File: src/rtl/phy_rx_link_ctrl_pkg.sv
// Shared definitions for the two-lane PHY receive link controller:
// state encodings, the COM symbol and the retry counter width.
package phy_rx_link_ctrl_pkg;

  typedef enum logic [2:0] {
    ST_WAIT_ACTIVE = 3'd0,
    ST_TRAIN       = 3'd1,
    ST_DESKEW      = 3'd2,
    ST_RUN         = 3'd3,
    ST_ERROR       = 3'd4
  } link_state_e;

  localparam logic [7:0] COM_SYMBOL = 8'hBC;
  localparam int unsigned RETRY_W = 4;

  function automatic logic [RETRY_W-1:0] retry_sat_inc(input logic [RETRY_W-1:0] cnt);
    return (&cnt) ? cnt : cnt + 1'b1;
  endfunction

endpackage

File: src/rtl/phy_rx_link_ctrl_if.sv
// Lane-side bundle: per-lane sync flags, recovered bytes and byte qualifiers.
// The PHY front end drives it (master); the link controller observes it (slave).
interface phy_rx_link_ctrl_if;

  logic       active_serial_paralelo_0;
  logic       active_serial_paralelo_1;
  logic [7:0] data_lane_0;
  logic [7:0] data_lane_1;
  logic       valid_lane_0;
  logic       valid_lane_1;

  modport master (
    output active_serial_paralelo_0,
    output active_serial_paralelo_1,
    output data_lane_0,
    output data_lane_1,
    output valid_lane_0,
    output valid_lane_1
  );

  modport slave (
    input active_serial_paralelo_0,
    input active_serial_paralelo_1,
    input data_lane_0,
    input data_lane_1,
    input valid_lane_0,
    input valid_lane_1
  );

endinterface

File: src/rtl/phy_rx_link_ctrl_lane_ts_counter.sv
// Per-lane COM run counter (saturate / clear on data / hold when invalid)
// plus the sticky "first data byte seen" flag used for skew measurement.
module lane_ts_counter
  import phy_rx_link_ctrl_pkg::*;
#(
  parameter int unsigned TS_COUNT = 4
) (
  input  logic       clk_4f,
  input  logic       reset,
  input  logic       i_clear,
  input  logic       i_train_en,
  input  logic       i_seen_en,
  input  logic       i_valid,
  input  logic [7:0] i_data,
  output logic       o_ts_done,
  output logic       o_seen
);

  localparam int unsigned CNT_W = $clog2(TS_COUNT + 1);

  logic [CNT_W-1:0] r_cnt;
  logic             r_seen;
  logic             w_is_com;

  assign w_is_com = (i_data == COM_SYMBOL);

  always_ff @(posedge clk_4f) begin
    if (reset || i_clear) begin
      r_cnt <= '0;
    end else if (i_train_en && i_valid) begin
      if (!w_is_com)
        r_cnt <= '0;
      else if (r_cnt != CNT_W'(TS_COUNT))
        r_cnt <= r_cnt + 1'b1;
    end
  end

  always_ff @(posedge clk_4f) begin
    if (reset || i_clear)
      r_seen <= 1'b0;
    else if (i_seen_en && i_valid && !w_is_com)
      r_seen <= 1'b1;
  end

  assign o_ts_done = (r_cnt == CNT_W'(TS_COUNT));
  assign o_seen    = r_seen;

endmodule

File: src/rtl/phy_rx_link_ctrl.sv
// Two-lane link-training controller: waits for lane sync, trains on COM runs,
// measures inter-lane skew, then supervises the link and retrains on errors.
module phy_rx_link_ctrl
  import phy_rx_link_ctrl_pkg::*;
#(
  parameter int unsigned TS_COUNT      = 4,
  parameter int unsigned MAX_SKEW      = 3,
  parameter int unsigned TRAIN_TIMEOUT = 255,
  parameter int unsigned ERR_HOLD      = 16,
  parameter int unsigned SKW_W         = 2
) (
  input  logic                clk_4f,
  input  logic                reset,
  phy_rx_link_ctrl_if.slave   lanes,
  output logic                link_up,
  output logic                rx_enable,
  output logic                deskew_lane,
  output logic [SKW_W-1:0]    deskew_amt,
  output logic                link_error,
  output logic [RETRY_W-1:0]  retry_count,
  output logic [2:0]          state_out
);

  localparam int unsigned TMO_W  = $clog2(TRAIN_TIMEOUT + 1);
  localparam int unsigned HOLD_W = $clog2(ERR_HOLD + 1);

  link_state_e        r_state, w_state_nxt;
  logic [TMO_W-1:0]   r_tmo;
  logic [HOLD_W-1:0]  r_hold;
  logic [SKW_W-1:0]   r_skew;
  logic               r_first;
  logic               r_link_up;
  logic               r_deskew_lane;
  logic [SKW_W-1:0]   r_deskew_amt;
  logic               r_link_error;
  logic [RETRY_W-1:0] r_retry;

  logic w_sync, w_in_wait, w_in_train, w_in_deskew;
  logic w_done0, w_done1, w_seen0, w_seen1, w_one_seen;
  logic w_tmo_hit, w_skew_ovf, w_hold_done, w_err_entry;

  assign w_sync      = lanes.active_serial_paralelo_0 && lanes.active_serial_paralelo_1;
  assign w_in_wait   = (r_state == ST_WAIT_ACTIVE);
  assign w_in_train  = (r_state == ST_TRAIN);
  assign w_in_deskew = (r_state == ST_DESKEW);

  lane_ts_counter #(.TS_COUNT(TS_COUNT)) u_lane0 (
    .clk_4f     (clk_4f),
    .reset      (reset),
    .i_clear    (w_in_wait),
    .i_train_en (w_in_train),
    .i_seen_en  (w_in_deskew),
    .i_valid    (lanes.valid_lane_0),
    .i_data     (lanes.data_lane_0),
    .o_ts_done  (w_done0),
    .o_seen     (w_seen0)
  );

  lane_ts_counter #(.TS_COUNT(TS_COUNT)) u_lane1 (
    .clk_4f     (clk_4f),
    .reset      (reset),
    .i_clear    (w_in_wait),
    .i_train_en (w_in_train),
    .i_seen_en  (w_in_deskew),
    .i_valid    (lanes.valid_lane_1),
    .i_data     (lanes.data_lane_1),
    .o_ts_done  (w_done1),
    .o_seen     (w_seen1)
  );

  assign w_one_seen  = w_seen0 ^ w_seen1;
  assign w_tmo_hit   = (r_tmo == TMO_W'(TRAIN_TIMEOUT - 1));
  assign w_skew_ovf  = w_one_seen && (r_skew == SKW_W'(MAX_SKEW));
  assign w_hold_done = (r_hold == HOLD_W'(ERR_HOLD - 1));

  // Error causes are all funnelled into one ERROR transition, so coincident
  // skew overflow and timeout still yield a single entry.
  always_comb begin
    w_state_nxt = r_state;
    case (r_state)
      ST_WAIT_ACTIVE: if (w_sync) w_state_nxt = ST_TRAIN;
      ST_TRAIN: begin
        if (!w_sync || w_tmo_hit)  w_state_nxt = ST_ERROR;
        else if (w_done0 && w_done1) w_state_nxt = ST_DESKEW;
      end
      ST_DESKEW: begin
        if (!w_sync || w_tmo_hit || w_skew_ovf) w_state_nxt = ST_ERROR;
        else if (w_seen0 && w_seen1)            w_state_nxt = ST_RUN;
      end
      ST_RUN:   if (!w_sync) w_state_nxt = ST_ERROR;
      ST_ERROR: if (w_hold_done) w_state_nxt = ST_WAIT_ACTIVE;
      default:  w_state_nxt = ST_WAIT_ACTIVE;
    endcase
  end

  assign w_err_entry = (w_state_nxt == ST_ERROR) && (r_state != ST_ERROR);

  always_ff @(posedge clk_4f) begin
    if (reset) r_state <= ST_WAIT_ACTIVE;
    else       r_state <= w_state_nxt;
  end

  always_ff @(posedge clk_4f) begin
    if (reset || w_in_wait)        r_tmo <= '0;
    else if (w_in_train || w_in_deskew) r_tmo <= r_tmo + 1'b1;
  end

  always_ff @(posedge clk_4f) begin
    if (reset || r_state != ST_ERROR) r_hold <= '0;
    else if (!w_hold_done)            r_hold <= r_hold + 1'b1;
  end

  // r_first tracks which lane was seen alone; it stays 0 when both arrive together.
  always_ff @(posedge clk_4f) begin
    if (reset || w_in_wait) begin
      r_skew  <= '0;
      r_first <= 1'b0;
    end else if (w_in_deskew && w_one_seen) begin
      r_first <= w_seen1;
      if (!w_skew_ovf) r_skew <= r_skew + 1'b1;
    end
  end

  always_ff @(posedge clk_4f) begin
    if (reset) begin
      r_link_up     <= 1'b0;
      r_deskew_lane <= 1'b0;
      r_deskew_amt  <= '0;
      r_link_error  <= 1'b0;
      r_retry       <= '0;
    end else begin
      r_link_up    <= (w_state_nxt == ST_RUN);
      r_link_error <= w_err_entry;
      if (w_err_entry) r_retry <= retry_sat_inc(r_retry);
      if (w_in_deskew && w_state_nxt == ST_RUN) begin
        r_deskew_lane <= r_first;
        r_deskew_amt  <= r_skew;
      end else if (w_state_nxt != ST_RUN) begin
        r_deskew_lane <= 1'b0;
        r_deskew_amt  <= '0;
      end
    end
  end

  assign link_up     = r_link_up;
  assign rx_enable   = r_link_up;
  assign deskew_lane = r_deskew_lane;
  assign deskew_amt  = r_deskew_amt;
  assign link_error  = r_link_error;
  assign retry_count = r_retry;
  assign state_out   = r_state;

endmodule

File: src/flat_wrapper.sv
// flat-port wrapper written by rule: the top's interface ports become plain ports
module phy_rx_link_ctrl_flat import phy_rx_link_ctrl_pkg::*;
#(
  parameter int unsigned TS_COUNT      = 4,
  parameter int unsigned MAX_SKEW      = 3,
  parameter int unsigned TRAIN_TIMEOUT = 255,
  parameter int unsigned ERR_HOLD      = 16,
  parameter int unsigned SKW_W         = 2
)
  (clk_4f, reset, link_up, rx_enable, deskew_lane, deskew_amt, link_error, retry_count, state_out, lanes_active_serial_paralelo_0, lanes_active_serial_paralelo_1, lanes_data_lane_0, lanes_data_lane_1, lanes_valid_lane_0, lanes_valid_lane_1);
  phy_rx_link_ctrl_if lanes_i ();
  input  logic clk_4f;
  input  logic reset;
  output logic link_up;
  output logic rx_enable;
  output logic deskew_lane;
  output logic [SKW_W-1:0] deskew_amt;
  output logic link_error;
  output logic [RETRY_W-1:0] retry_count;
  output logic [2:0] state_out;
  input wire logic [$bits(lanes_i.active_serial_paralelo_0)-1:0] lanes_active_serial_paralelo_0;
  input wire logic [$bits(lanes_i.active_serial_paralelo_1)-1:0] lanes_active_serial_paralelo_1;
  input wire logic [$bits(lanes_i.data_lane_0)-1:0] lanes_data_lane_0;
  input wire logic [$bits(lanes_i.data_lane_1)-1:0] lanes_data_lane_1;
  input wire logic [$bits(lanes_i.valid_lane_0)-1:0] lanes_valid_lane_0;
  input wire logic [$bits(lanes_i.valid_lane_1)-1:0] lanes_valid_lane_1;
  assign lanes_i.active_serial_paralelo_0 = lanes_active_serial_paralelo_0;
  assign lanes_i.active_serial_paralelo_1 = lanes_active_serial_paralelo_1;
  assign lanes_i.data_lane_0 = lanes_data_lane_0;
  assign lanes_i.data_lane_1 = lanes_data_lane_1;
  assign lanes_i.valid_lane_0 = lanes_valid_lane_0;
  assign lanes_i.valid_lane_1 = lanes_valid_lane_1;
  phy_rx_link_ctrl #(.TS_COUNT(TS_COUNT), .MAX_SKEW(MAX_SKEW), .TRAIN_TIMEOUT(TRAIN_TIMEOUT), .ERR_HOLD(ERR_HOLD), .SKW_W(SKW_W)) u_core (.clk_4f(clk_4f), .reset(reset), .lanes(lanes_i), .link_up(link_up), .rx_enable(rx_enable), .deskew_lane(deskew_lane), .deskew_amt(deskew_amt), .link_error(link_error), .retry_count(retry_count), .state_out(state_out));
endmodule
File: config.mk
export PLATFORM = sky130hd
export DESIGN_NAME = phy_rx_link_ctrl_flat
export DESIGN_NICKNAME = d
export VERILOG_FILES = /design/src/rtl/phy_rx_link_ctrl_pkg.sv /design/src/rtl/phy_rx_link_ctrl_if.sv /design/src/rtl/phy_rx_link_ctrl_lane_ts_counter.sv /design/src/rtl/phy_rx_link_ctrl.sv /design/src/flat_wrapper.sv
export SDC_FILE = /design/constraint.sdc
export NUM_CORES = 1
export LEC_CHECK = 0
export BUFFER_PORTS_ARGS = -buffer_cell sky130_fd_sc_hd__buf_2
export CAP_MARGIN = 20
export CORE_MARGIN = 2
export CORE_UTILIZATION = 50
export DETAILED_ROUTE_END_ITERATION = 8
export MAX_ROUTING_LAYER = met4
export PLACE_DENSITY = 0.82
export SYNTH_ARGS = -nofsm -noshare
export SYNTH_HDL_FRONTEND = slang
export SYNTH_SLANG_ARGS = --single-unit
File: constraint.sdc
create_clock -name clk_4f -period 1.75 [get_ports clk_4f]
set_input_delay 0.0875 -clock clk_4f [delete_from_list [all_inputs] [get_ports clk_4f]]
set_output_delay 0.0875 -clock clk_4f [all_outputs]
set_load 0.03 [all_outputs]
* After elaboration in Yosys (flattened, before gate mapping)
Index checks and enable logic that the tools add are counted.
Operators by class: bitwise logic cells 3, muxes and demuxes 16, reduce and logical (&&, ||, !) cells 28, add/subtract/negate cells 6, eq/ne operators 19
Operator list (number):
- $mux 3 | 11
- $eq 8x8->1 const B | 3
- $pmux 3 s5 | 1
- $logic_and 1x1->1 | 13
- $eq 3x3->1 const B | 4
- $eq 3x2->1 const B | 3
- $ne 3x3->1 const B | 3
- $add 8x1->8 const B | 1
- $reduce_and 2->1 | 4
- $add 3x1->3 const B | 2
- $add 5x1->5 const B | 1
- $eq 5x4->1 const B | 1
- $logic_or 1x1->1 | 5
- $add 4x1->4 const B | 1
- $mux 2 | 2
- $ne 2x1->1 const B | 2
- $reduce_and 4->1 | 1
- $eq 3x1->1 const B | 1
- $logic_not 1->1 | 3
- $logic_not 3->1 | 1
- $ne 3x2->1 const B | 1
- $add 2x1->2 const B | 1
- $eq 2x2->1 const B | 1
- $mux 1 | 2
- 3 further kinds | 4
Storage, ports and cells: output and inout bits 13, word-level logic and storage cells 86, bits of input ports 22, bits in registers 36

* Depth between registers and ports, before layout
Gate-level depths: netlist (run 1).
depth after elaboration 9, gate-level depth with buffers 7, gate-level depth less buffers 7

* Cells and area by module
From an unflattened synthesis (run 1), not the netlist that was laid out.
Second synthesis, totals: cells, all modules 221, area, all modules 1941.9 um^2
By module, submodules not included:
- phy_rx_link_ctrl | area each 1408.9 um^2, times used 1, sequential area each 560.5 um^2, cells each 159
- lane_ts_counter | area each 266.5 um^2, times used 2, sequential area each 80.1 um^2, cells each 31

* Worst setup path before layout (run 1)
Ideal clock, no wire load.
path kind register to register, start point reg u_core.r_state[1] (netlist: u_core.state_out[1]), end point reg u_core.r_retry[1] (netlist: u_core.retry_count[1]), arrival time 1.604 ns, path buffers 1, clock period less this slack 1.734 ns, path slack 0.016 ns, setup time 0.130 ns, stages on the path, launching flop included 7, cell sequence dfxtp_1 buf_2 nor3b_2 nand2_1 o22ai_4 mux2i_1 nor2_1
On the way: longest elaborated chain between the ends 6, elaborated cells between the ends (all ways) 17, those cells by class eq/ne: 6; mux: 8; reduce/logical: 3
RTL lines:
- from (decl) | line phy_rx_link_ctrl.sv:27 | link_state_e r_state, w_state_nxt;
- from (signal assigned) | line phy_rx_link_ctrl.sv:100 | else r_state <= w_state_nxt;
- $mux 3 (on tied branches) | line phy_rx_link_ctrl.sv:88, phy_rx_link_ctrl.sv:84
- $mux 3 (on tied branches) | line phy_rx_link_ctrl.sv:87, phy_rx_link_ctrl.sv:83
- $pmux 3 s5 | line phy_rx_link_ctrl.sv:80 | case (r_state)
- $eq 3x3->1 | line phy_rx_link_ctrl.sv:96 | assign w_err_entry = (w_state_nxt == ST_ERROR) && (r_state != ST_ERROR);
- $logic_and 1x1->1 * | line phy_rx_link_ctrl.sv:96
- $reduce_and 2->1 (no line) *
- to (signal assigned) | line phy_rx_link_ctrl.sv:134 | if (w_err_entry) r_retry <= retry_sat_inc(r_retry);
- to (decl) | line phy_rx_link_ctrl.sv:36 | logic [RETRY_W-1:0] r_retry;
Mark *: on every way between the ends. The rest lies on a longest branch, timed or not. A chain may end at the register's enable or synchronous reset.

* Final worst setup path (run 1)
start point reg u_core.r_tmo[0], end point reg u_core.r_retry[2] (netlist: u_core.retry_count[2])
On the way: longest elaborated chain between the ends 8, elaborated cells between the ends (all ways) 9, those cells by class eq/ne: 2; mux: 3; reduce/logical: 4
RTL lines:
- from (decl) | line phy_rx_link_ctrl.sv:28 | logic [TMO_W-1:0] r_tmo;
- from (signal assigned) | line phy_rx_link_ctrl.sv:105 | else if (w_in_train || w_in_deskew) r_tmo <= r_tmo + 1'b1;
- $eq 8x8->1 * | line phy_rx_link_ctrl.sv:72 | assign w_tmo_hit = (r_tmo == TMO_W'(TRAIN_TIMEOUT - 1));
- $logic_or 1x1->1 * | line phy_rx_link_ctrl.sv:83, phy_rx_link_ctrl.sv:87
- $logic_or 1x1->1 | line phy_rx_link_ctrl.sv:87 | if (!w_sync || w_tmo_hit || w_skew_ovf) w_state_nxt = ST_ERROR;
- $mux 3 | line phy_rx_link_ctrl.sv:87
- $pmux 3 s5 * | line phy_rx_link_ctrl.sv:80
- $eq 3x3->1 * | line phy_rx_link_ctrl.sv:96
- $logic_and 1x1->1 * | line phy_rx_link_ctrl.sv:96
- $reduce_and 2->1 (no line) *
Marks and branches as above.

==> impl_metrics.py, run 1 <==
metrics = {
    "sta": {
        "max_freq_mhz": 610,
        "relSlewSlack_pct": 69.4,
        "final.setup.tns_ns": 0,
        "final.period_utilization_pct": 93.6,
        "slew_viol_final": 0,
        "worst_pin_slew_ns": 0.459,
        "rsz0062_at_grt": "yes",
        "setup_violations": 0,
        "min_period_ns": 1.64,
        "skew_ns": 0.00184,
        "hold_viol": 0,
        "fin_ws_ns": 0.112,
    },
    "placement": {
        "dpl_worst_slack_ns": 0.0720,
        "io_buffers": 34,
        "place_inst": 283,
        "gp_congestion": 0.799,
        "dp_hpwl_mm": 2.57,
    },
    "job": {
        "max_cap_violations": 0,
    },
    "run_status": {
        "status": "finished, final reports clean",
    },
    "cts": {
        "clk-insertion-delay-late_ns": 0.29,
        "cts_max_path_buffers": 2,
        "htree_levels": 2,
        "tritoncts": "done",
        "cts_made_buffers": 5,
        "cts_root_buffer": "clkbuf_8",
        "clkSinkCount": 36,
        "clkTransAtPathRegs_ns": 0.07,
    },
    "floorplan": {
        "core_um2": 3610,
        "die_w_um": 64.9,
        "pin_count": 35,
        "row_count": 22,
        "dieHeight_um": 64.9,
        "initial_utilization_pct": 51.5,
        "die_area_um2": 4210,
    },
    "setup_path": {
        "path_cells": "inv_1, ha_1, nand3_2, o211a_4, o32ai_4, and4b_1, nor3_2",
        "startpoint_type": "flop",
        "cp_top_family": "compound AO/OA/AOI/OAI gates",
        "worstSetupPathType": "flop to flop",
        "cp-end-kind": "flop",
        "critPathBufInv": 1,
        "worst_path_largest_cell_delay_ns": 0.35,
        "crit_fanout": 5,
        "critPathRequiredTime_ns": 1.92,
        "crit_slowest_cell": "dfxtp_2",
        "arrival_ns": 1.81,
    },
    "logic_synthesis": {
        "yosysSeqAreaShare_pct": 38.8,
        "yosys.area_share.adder_pct": 7.42,
        "synth.net_count": 235,
        "synth_top_family_by_area": "simple AND/OR/NAND/NOR gates",
        "synth_xor_xnor_area_share_pct": 6.61,
        "ys_seq_elements": 36,
        "syn_area_per_cell_um2": 9.19,
        "synth_edf_count": 0,
        "synth_ff_type": "dfxtp_1",
        "synth-simple-area-share_pct": 25.5,
        "async_flop_share_pct": 0,
        "synth_cells": 202,
        "muxShareOfSynthArea_pct": 2.16,
        "syn_area_um2": 1860,
        "synth_warnings": 0,
        "synthDistinctLibCells": 47,
        "synth-compound-area-share_pct": 15.6,
    },
    "power_and_ir_drop": {
        "powerDensity_nw_per_um2": 700,
        "peakVddDrop_mv": 0.332,
        "p_leak_nw": 0.916,
    },
    "final_layout": {
        "antennaDiodeCount": 0,
        "layout.cells.non_filler": 291,
        "multi_input_area_um2": 1090,
        "final_layout_size_suffix_gt1_share_pct": 26.3,
        "layout.nets": 275,
        "final-seq-area_um2": 723,
        "fillCellCount": 318,
        "layout_common_cells": "nor2_1, buf_2, dfxtp_1",
        "syn2layout_area_growth_pct": 19.3,
    },
    "route": {
        "final_antenna_net_count": 0,
        "dr.first_iter.drc_count": 44,
        "dr.pass1.iters": 4,
        "drc": 0,
        "via_per_inst": 5.33,
        "wl_per_cell_um": 11.5,
        "drt-total-wl_mm": 3.34,
        "vias": 1551,
    },
    "global_route": {
        "overflow": 0,
        "grt_first_pass_wirelength_mm": 5.73,
        "antenna_found_initial": 0,
        "grt_pass1_vias": 1415,
        "track_usage_pct": 17.7,
        "grt_max_degree": 20,
    },
    "min_path": {
        "hold_path.class": "input pin to flop",
    },
}
==> synth_stat cells, drive strengths merged (3+ instances only) <==
library cell / number / area share, %
a21oi: 5 / 1.3
a22o: 3 / 1.4
a31oi: 7 / 2.4
and4b: 3 / 1.6
buf: 5 / 1.5
dfxtp: 36 / 39
ha: 11 / 7.4
inv: 10 / 2.0
mux2i: 4 / 2.2
nand2: 15 / 3.0
nand3: 9 / 2.4
nand4: 5 / 2.5
nor2: 34 / 6.9
nor3: 4 / 1.6
nor3b: 4 / 2.2
o21ai: 3 / 0.81
o21bai: 3 / 1.4
xnor2: 8 / 3.8
xor2: 6 / 2.8
==> power by group <==
group / switching, mW / total [mW] / internal, mW
logic: 0.0648 / 0.117 / 0.0523
registers: 0.0115 / 0.837 / 0.826
clock network: 0.275 / 0.596 / 0.321
total: 0.352 / 1.55 / 1.20
==> sequential cells by signal (all words and copies together) (netlist names) <==
signal,flops
u_core.link_error,1
u_core.u_lane0.o_seen,1
u_core.u_lane0.r_cnt,3
u_core.r_tmo,8
u_core.r_first,1
u_core.state_out,3
u_core.u_lane1.o_seen,1
u_core.r_hold,5
u_core.u_lane1.r_cnt,3
u_core.deskew_amt,2
u_core.retry_count,4
u_core.r_skew,2
u_core.deskew_lane,1
u_core.link_up,1
==> per-stage QoR <==
step	hold slack [ns]	cell area (um^2)	util (%)	power [mW]
after floorplan	0.237	1860	-	0.926
after global placement	0.363	2100	58.1	0.967
after detailed placement	0.367	2100	58.1	0.970
after CTS	0.0689	2190	60.6	1.56
after global routing	0.0783	2210	61.4	1.63
final	0.0721	2210	61.4	1.55
==> worst paths after layout <==
kind	start	to	slack (ns)	depth (start not counted)
max reg2reg	u_core.r_tmo[0]	u_core.retry_count[2]	0.11	7
min reg2reg	u_core.r_first	u_core.r_first	0.46	2
max	u_core.r_tmo[0]	u_core.retry_count[2]	0.11	7
min	lanes_valid_lane_0	u_core.u_lane0.o_seen	0.07	3
==> cell type report <==
type | count | share of cell area, %
Timing Repair Buffer | 40 | 9.72
Tap cell | 48 | 2.71
Multi-Input combinational cell | 149 | 49.1
Inverter | 10 | 1.70
Sequential cell | 36 | 32.7
Clock buffer | 8 | 4.07
==> cells by family (layout without fill, tap and decap cells) <==
group                    count (synthesis)  count (layout)
flip-flops                              36              36
AO/OA/AOI/OAI                           33              33
XOR/XNOR                                14              14
AND/OR/NAND/NOR                         87              87
buffers and inverters                   17              58
adder cells (fa/ha/maj)                 11              11
multiplexers                             4               4
==> metal layers <==
layer,vias to the layer above,track usage (%),part of all wire [%]
li1,794,-,-
met2,35,29.8,49
met5,-,-,0
met3,6,5.21,5.0
met4,0,4.79,1.2
met1,716,20.5,45
==> worst reg2reg max path, cell delays in order (launching register included) <==
cell	delay (ns)
dfxtp_2	0.35
inv_1	0.06
ha_1	0.16
nand3_2	0.11
o211a_4	0.29
o32ai_4	0.26
and4b_1	0.25
nor3_2	0.05
==> timing repair <==
item / 4_1_cts / 5_1_grt
endpoints found under the setup margin: 0 / 11
hold buffers: 0 / 0
hold endpoints to repair: 0 / 0
resized for setup: 0 / 6
buffers inserted: 0 / 0
Note: power is estimated with default switching activity, not from simulation.
==> inputs of run 2 (changes only) <==
--- a/config.mk
+++ b/config.mk
@@ -10,6 +10,7 @@
 export CORE_MARGIN = 2
 export CORE_UTILIZATION = 50
 export DETAILED_ROUTE_END_ITERATION = 8
+export GPL_TIMING_DRIVEN = 0
 export MAX_ROUTING_LAYER = met4
 export PLACE_DENSITY = 0.82
 export SYNTH_ARGS = -nofsm -noshare
==> impl_metrics.py, run 2 (same netlist as run 1, synthesis figures left out) <==
metrics = {
    "cts": {
        "cts_max_path_buffers": 2,
        "tritoncts": "done",
        "htree_levels": 2,
        "clk-insertion-delay-late_ns": 0.29,
        "clkSinkCount": 36,
        "cts_hold_buffers": 0,
        "cts_root_buffer": "clkbuf_8",
        "cts_made_buffers": 5,
        "clkTransAtPathRegs_ns": 0.07,
    },
    "setup_path": {
        "worst_path_largest_cell_delay_ns": 0.34,
        "crit_fanout": 5,
        "path_cells": "ha_1, nand2_2, o211a_4, o32ai_4, and4b_1, nor3_2",
        "critPathBufInv": 0,
        "cp_top_family": "compound AO/OA/AOI/OAI gates",
        "crit_slowest_cell": "ha_1",
        "critPathRequiredTime_ns": 1.91,
        "cp-end-kind": "flop",
        "worstSetupPathType": "flop to flop",
        "startpoint_type": "flop",
        "arrival_ns": 1.82,
    },
    "route": {
        "wl_per_cell_um": 11.9,
        "vias": 1543,
        "wl_met1_mm": 1.57,
        "final_antenna_net_count": 0,
        "top_layer": "met4",
        "drc": 0,
        "via_per_inst": 5.21,
        "dr.pass1.iters": 4,
        "dr.first_iter.drc_count": 67,
        "drt-total-wl_mm": 3.53,
        "met2WireLength_mm": 1.76,
        "route.met3.wl_um": 150,
    },
    "global_route": {
        "grt_first_pass_wirelength_mm": 5.94,
        "track_usage_pct": 18.7,
        "grt_pass1_vias": 1392,
        "antenna_found_initial": 0,
        "grt_max_degree": 11,
        "overflow": 0,
    },
    "final_layout": {
        "finish.utilization_pct": 63.4,
        "syn2layout_area_growth_pct": 23.3,
        "layout_common_cells": "buf_2, nor2_1, dfxtp_1",
        "final_layout_size_suffix_gt1_share_pct": 29.4,
        "layout.nets": 281,
        "regMostFlops": "u_core.r_tmo",
        "final_common_cell": "buf_2",
        "antennaDiodeCount": 0,
        "largest_reg_flops": 8,
    },
    "min_path": {
        "hold_path.class": "input pin to flop",
    },
    "sta": {
        "worst_hold_slack_ns": 0.0749,
        "min_period_ns": 1.66,
        "skew_ns": 0.00712,
        "slew_viol_final": 0,
        "setup_violations": 0,
        "hold_viol": 0,
        "max_freq_mhz": 603,
        "fin_ws_ns": 0.0911,
        "final.period_utilization_pct": 94.8,
        "final.setup.tns_ns": 0,
        "worst_pin_slew_ns": 0.509,
        "relSlewSlack_pct": 66.1,
    },
    "run_status": {
        "status": "finished, final reports clean",
    },
    "placement": {
        "dpl_worst_slack_ns": 0.0229,
        "io_buffers": 34,
        "dp_hpwl_mm": 2.58,
        "gp_congestion": 0.810,
    },
    "floorplan": {
        "core_um2": 3610,
        "row_count": 22,
        "pin_count": 35,
        "die_w_um": 64.9,
        "die_area_um2": 4210,
        "initial_utilization_pct": 51.5,
        "dieHeight_um": 64.9,
    },
    "power_and_ir_drop": {
        "power_mw": 1.59,
        "powerDensity_nw_per_um2": 693,
        "peakVddDrop_mv": 0.419,
        "p_leak_nw": 0.947,
    },
    "job": {
        "max_cap_violations": 0,
    },
}
==> run 2: worst paths after layout <==
| path | end | depth (start not counted) | from | slack, ns |
|---|---|---|---|---|
| worst min-delay path | u_core.u_lane0.o_seen | 3 | lanes_valid_lane_0 | 0.07 |
| worst min register to register | u_core.r_first | 2 | u_core.r_first | 0.47 |
| worst max-delay path | u_core.retry_count[2] | 6 | u_core.u_lane1.o_seen | 0.09 |
| worst max register to register | u_core.retry_count[2] | 6 | u_core.u_lane1.o_seen | 0.09 |
==> run 2: worst min-delay path, stage by stage <==
cell,delay [ns]
buf_2,0.10
a31oi_1,0.07
nor2_1,0.07
==> run 2: area by class of cell <==
type | count | area [um^2]
Sequential cell | 36 | 729
Fill cell | 301 | 1320
Timing Repair Buffer | 39 | 208
Clock buffer | 7 | 96.3
Buffer | 7 | 37.5
Inverter | 10 | 40.0
Tap cell | 48 | 60.1
Multi-Input combinational cell | 149 | 1120
==> run 2: report_power, final <==
| part | switching [mW] | internal [mW] | total, mW | leakage, nW |
|---|---|---|---|---|
| sequential | 0.00503 | 0.822 | 0.828 | 0.292 |
| combinational | 0.0752 | 0.0574 | 0.133 | 0.605 |
| clock | 0.275 | 0.350 | 0.625 | 0.0503 |
| total | 0.355 | 1.23 | 1.59 | 0.947 |
==> run 2: metrics by stage <==
| step | instances | cell area [um^2] |
|---|---|---|
| finish | 296 | 2290 |
| global route | 296 | 2290 |
| CTS | 291 | 2180 |
| detailed placement | 284 | 2090 |
| global placement | 284 | 2090 |
| floorplan | 202 | 1860 |
==> run 2: timing repair <==
| item | in CTS | in global routing |
|---|---|---|
| resized for setup | 0 | 17 |
| buffers inserted | 0 | 5 |
| endpoints found under the setup margin | 0 | 19 |
==> run 2: layer usage <==
layer | global-route usage [%] | up-vias
met5 | - | -
met4 | 5.59 | 0
met3 | 5.73 | 5
met2 | 30.9 | 28
met1 | 21.8 | 698
li1 | - | 812
